==> src/rtl/noc_pkg.sv <==
// Shared NoC router definitions: port indices, port-code width and the
// per-output lock state used by the switch arbiter.
package noc_pkg;

  localparam int PORT_L = 0;
  localparam int PORT_N = 1;
  localparam int PORT_E = 2;
  localparam int PORT_S = 3;
  localparam int PORT_W = 4;

  localparam int PW = 3;
  localparam logic [PW-1:0] IDLE_CODE = '1;

  typedef enum logic {
    ST_IDLE   = 1'b0,
    ST_LOCKED = 1'b1
  } state_e;

endpackage

==> src/rtl/rr_arbiter.sv <==
// Round-robin picker: first set request searching upward from ptr+1,
// wrapping modulo NUM_PORTS. Returns the winner one-hot and as an index.
module rr_arbiter #(
  parameter int NUM_PORTS = 5,
  parameter int PW        = 3
) (
  input  logic [NUM_PORTS-1:0] req,
  input  logic [PW-1:0]        ptr,
  output logic [NUM_PORTS-1:0] gnt_oh,
  output logic [PW-1:0]        gnt_idx
);

  always_comb begin
    int idx;
    // NOTE: every output gets a default before the search so no path leaves
    // a value unassigned, which would otherwise infer a latch.
    gnt_oh  = '0;
    gnt_idx = '0;
    idx     = 0;
    for (int k = 1; k <= NUM_PORTS; k++) begin
      idx = (int'(ptr) + k) % NUM_PORTS;
      if (gnt_oh == '0 && req[idx]) begin
        gnt_oh[idx] = 1'b1;
        gnt_idx     = PW'(idx);
      end
    end
  end

endmodule

==> src/rtl/switch_arbiter_rr.sv <==
// NoC switch arbiter: each output locks onto one input by round-robin and
// holds it (wormhole) until the tail flit transfers or the owner aborts.
module switch_arbiter_rr #(
  parameter int            NUM_PORTS = 5,
  parameter int            PW        = noc_pkg::PW,
  parameter logic [PW-1:0] IDLE_CODE = {PW{1'b1}}
) (
  input  logic                    clk,
  input  logic                    rst,
  input  logic [NUM_PORTS*PW-1:0] request,
  input  logic [NUM_PORTS-1:0]    tail,
  input  logic [NUM_PORTS-1:0]    out_ready,
  output logic [NUM_PORTS-1:0]    grant,
  output logic [NUM_PORTS*PW-1:0] select,
  output logic [NUM_PORTS-1:0]    out_busy
);

  import noc_pkg::state_e;
  import noc_pkg::ST_IDLE;
  import noc_pkg::ST_LOCKED;

  state_e               state_q [NUM_PORTS];
  state_e               state_d [NUM_PORTS];
  logic [PW-1:0]        owner_q [NUM_PORTS];
  logic [PW-1:0]        owner_d [NUM_PORTS];
  logic [PW-1:0]        ptr_q   [NUM_PORTS];
  logic [PW-1:0]        ptr_d   [NUM_PORTS];

  logic [PW-1:0]        req_code [NUM_PORTS];
  logic [NUM_PORTS-1:0] in_locked;
  logic [NUM_PORTS-1:0] arb_req [NUM_PORTS];
  logic [NUM_PORTS-1:0] arb_oh  [NUM_PORTS];
  logic [PW-1:0]        arb_idx [NUM_PORTS];

  // Inputs already owning an output are held off everywhere, so an
  // abort-and-retarget request waits one cycle for the old lock to drop.
  always_comb begin
    in_locked = '0;
    for (int o = 0; o < NUM_PORTS; o++) begin
      if (state_q[o] == ST_LOCKED) in_locked[owner_q[o]] = 1'b1;
    end
    for (int i = 0; i < NUM_PORTS; i++) begin
      req_code[i] = request[i*PW +: PW];
    end
    for (int o = 0; o < NUM_PORTS; o++) begin
      arb_req[o] = '0;
      for (int i = 0; i < NUM_PORTS; i++) begin
        arb_req[o][i] = (req_code[i] == PW'(o)) && !in_locked[i];
      end
    end
  end

  for (genvar o = 0; o < NUM_PORTS; o++) begin : g_arb
    rr_arbiter #(
      .NUM_PORTS (NUM_PORTS),
      .PW        (PW)
    ) u_arb (
      .req     (arb_req[o]),
      .ptr     (ptr_q[o]),
      .gnt_oh  (arb_oh[o]),
      .gnt_idx (arb_idx[o])
    );
  end

  // NOTE: state flops use non-blocking assignments so every output's lock
  // updates from the same pre-edge view of all other outputs.
  always_ff @(posedge clk) begin
    if (rst) begin
      for (int o = 0; o < NUM_PORTS; o++) begin
        state_q[o] <= ST_IDLE;
        owner_q[o] <= '0;
        ptr_q[o]   <= PW'(NUM_PORTS - 1);
      end
    end else begin
      state_q <= state_d;
      owner_q <= owner_d;
      ptr_q   <= ptr_d;
    end
  end

  always_comb begin
    state_d = state_q;
    owner_d = owner_q;
    ptr_d   = ptr_q;
    for (int o = 0; o < NUM_PORTS; o++) begin
      case (state_q[o])
        ST_IDLE: begin
          if (|arb_oh[o]) begin
            state_d[o] = ST_LOCKED;
            owner_d[o] = arb_idx[o];
          end
        end
        ST_LOCKED: begin
          // Tail is only honoured on a cycle that actually moves the flit.
          if ((out_ready[o] && tail[owner_q[o]]) ||
              (req_code[owner_q[o]] != PW'(o))) begin
            state_d[o] = ST_IDLE;
            ptr_d[o]   = owner_q[o];
          end
        end
        default: state_d[o] = ST_IDLE;
      endcase
    end
  end

  always_comb begin
    grant    = '0;
    select   = '0;
    out_busy = '0;
    for (int o = 0; o < NUM_PORTS; o++) begin
      if (state_q[o] == ST_LOCKED) begin
        select[o*PW +: PW] = owner_q[o];
        out_busy[o]        = 1'b1;
        if (out_ready[o]) grant[owner_q[o]] = 1'b1;
      end else begin
        select[o*PW +: PW] = IDLE_CODE;
      end
    end
  end

endmodule

==> config.mk <==
export PLATFORM = sky130hd
export DESIGN_NAME = switch_arbiter_rr
export DESIGN_NICKNAME = d
export VERILOG_FILES = /design/src/rtl/noc_pkg.sv /design/src/rtl/rr_arbiter.sv /design/src/rtl/switch_arbiter_rr.sv
export SDC_FILE = /design/constraint.sdc
export NUM_CORES = 1
export LEC_CHECK = 0
export ABC_AREA = 1
export CAP_MARGIN = 20
export CORE_MARGIN = 2
export CORE_UTILIZATION = 45
export CTS_CLUSTER_SIZE = 16
export DETAILED_ROUTE_END_ITERATION = 7
export HOLD_SLACK_MARGIN = 0.05
export SYNTH_ARGS = -nofsm -noshare
export SYNTH_HDL_FRONTEND = slang
export SYNTH_SLANG_ARGS = --single-unit
==> constraint.sdc <==
create_clock -name clk -period 3.9 [get_ports clk]
set_input_delay 0.78 -clock clk [delete_from_list [all_inputs] [get_ports clk]]
set_output_delay 0.78 -clock clk [all_outputs]
set_load 0.03 [all_outputs]
==> metrics.txt <==
slack of the worst reg-to-reg path=~0.12 ns; worst skew pair latency=0.30 ns; Finished Layout Cells=between 2000 and 3000; initial antenna violation count=3; Area Overhead vs Synth=21.96%; Vias=14120; Hold Path Depth=2; FF+latch area=732.0 um2; PortBufs=51; worst slack, placed=-0.07773 ns; wire per inst=roughly 15 um; placed instance count=2614; area of the multi-input gates=11090 um2; Initial Util=0.4558; die area=29420 um2; ys async rst share=0; CTS root buffer=clkbuf_16; Worst setup SP type=flop; routing usage on met2=0.4446; R2R Path End=owner_q[7]; Rel. slew slack=0.6240; Die W=roughly 170 um; main combinational cell family by area after synthesis=simple AND/OR/NAND/NOR gates; crit path time final=3.776 ns; worst r2r src=ptr_q[7]; Fill cells=2820; Avg Cell Area, Syn=between 5 and 6 um2; Sink Count=35; Top Usage Layer GRT=met2; Tcrit/Tclk final=0.9681; vias in the first global route=13020; drt drc=0; post-synthesis cell area=12630 um2; Critical Path AT=4.01 ns; r2r worst-path depth=26; Final Setup Violations=0; setup TNS=0 ns; worst setup path class=flop to flop; Finished Core Util=0.5559; Final nets=2478; IO Count=52; met3 Track Usage GR=0.03014; total CTS buffers=5; max cap viols=0; final WL=38.96 mm; post-synthesis compound-gate area fraction=0.2006; gr ovfl total=0; post-route ant nets=0; Core Region=roughly 28000 um2; clk slew on worst S/H paths=0.07 ns; Layout Skew=0.008115 ns; dominant synthesized flop cell=dfxtp_1; Pre-antenna DRT Iters=5; EDFF count, synth=0; Via-to-Cell Ratio=5.306; Synth Warn #=0; Fin. Hold Viols=0; post-synthesis mux area share=0; layout cell share with drive strength beyond 1=0.2166; CTS tree=built; Rows=61; Chip Height=171.5 um; Worst Hold Class=flop to flop; Synth Area in Adders=0.1706; crit end category=flop; GPL Wtd Cong=0.9809; RSZ-0062 raised after global routing=yes; count of different cell masters after synthesis=~80; status=completed; sequential area share after synthesis=0.05548; Slew @ Worst Pin=0.5632 ns; Initial DRC Count=1037; largest net degree at the start of global routing=21; hold_buf cts=0; Slew Viols, Final=0; xor-xnor portion of the synthesized cell area=0.04201; Hold Crit Start=owner_q[11]; synthesized net count=approximately 2300; first-pass GRT wire length=61.47 mm; Critical Path Fanout Max=5; CTS max path bufs=2; GR Layer Usage met1=0.3269; hpwl dp=31.33 mm; Worst EP required=4.14 ns; H-tree level count=2; Synth Area in Simple Gates=0.4056; GRT Util Overall=0.2540; max frequency=0.2649 GHz; Final WS setup=0.1244 ns; Hold Path Sink=ptr_q[11]; post-synthesis cell count=between 2000 and 2500; Seq cells post-synth=35
[state kept, by name, indices dropped and copies added, names as in the netlist]
signal   cells
ptr_q       15
state_q      5
owner_q     15
[how the worst max path moves through the flow]
stage | from | to | slack [ns] | cells past startpoint
3_3_place_gp | ptr_q[7] | owner_q[6] | 0.04 | 27
6_report | ptr_q[7] | owner_q[7] | 0.12 | 26
5_1_grt | ptr_q[2] | owner_q[0] | -0.13 | 27
3_5_place_dp | ptr_q[7] | owner_q[6] | -0.08 | 27
4_1_cts | ptr_q[1] | owner_q[0] | 0.009 | 26
2_1_floorplan | ptr_q[6] | owner_q[6] | -0.02 | 30
[per-layer routing]
metal | vias up | wire (um)
met2 | 334 | 18730
met3 | 71 | 1657
met5 | - | 0
li1 | 7271 | -
met4 | 0 | 795
met1 | 6448 | 17770
[cells in the mapped netlist, drive strengths merged, types with 10 or more instances]
master	instances	area share
a21oi	103	0.046
a31oi	15	0.012
buf	14	0.0073
clkbuf	18	0.0053
dfxtp	35	0.055
ha	169	0.17
inv	373	0.11
nand2	575	0.19
nand3	185	0.079
nand4	61	0.039
nor2	202	0.071
nor3	31	0.016
o211ai	38	0.023
o21ai	149	0.068
o221ai	10	0.0069
o22ai	16	0.0084
xor2	52	0.042
[worst max-delay path, stage by stage, from the launching register on]
cell	delay, ns
dfxtp_2	0.34
inv_2	0.09
buf_4	0.17
ha_1	0.19
nand2_1	0.08
nand3_2	0.09
xor2_2	0.17
ha_2	0.19
fa_2	0.34
inv_1	0.06
nor2_1	0.06
nand2_2	0.15
nand2_1	0.13
o21ai_4	0.10
inv_2	0.07
o21ai_1	0.13
nand2_1	0.06
nand2_1	0.12
a21boi_4	0.08
a21oi_2	0.17
nand2_2	0.11
nor2_4	0.17
nand3_4	0.12
buf_4	0.18
nand4_1	0.10
nand3_1	0.11
a21oi_2	0.14
[final cells by class]
class	instances	area share
Clock inverter	3	0.002843
Sequential cell	35	0.04753
Inverter	377	0.09375
Tap cell	378	0.03071
Clock buffer	5	0.008124
Multi-Input combinational cell	1686	0.7203
Timing Repair Buffer	175	0.09627
Antenna cell	3	0.0004874
[metrics by stage]
stage,cell area (um2),hold slack (ns)
global route,15400,0.5727
global placement,14140,0.5233
CTS,14360,0.5406
detailed placement,14140,0.5223
floorplan,12680,0.4688
finish,15400,0.5297
[layout by cell type, fill, tap and decap left out, drive strengths merged, types with 31 or more instances in the layout]
cell type,instances
o21ai,149
nand4,61
buf,124
xor2,52
o211ai,38
clkdlybuf4s50,51
ha,169
nand3,185
nand2,575
a21oi,103
inv,373
dfxtp,35
nor3,31
nor2,202
[timing repair]
item,CTS,global route
setup endpoints to repair,7,20
endpoints found under the hold margin,0,0
gates resized for setup,10,182
pin swaps,2,52
setup buffers,0,37
[cell families after synthesis]
group / Yosys count
and+or+nand+nor: 1077
buffers and inverters: 409
AOI/OAI and AO/OA: 386
adders and majority gates: 171
xor gates and xnor gates: 52
DFF: 35
Power is not shown: default switching activity piles up to over one toggle a cycle in this logic, so the estimate is an artifact.
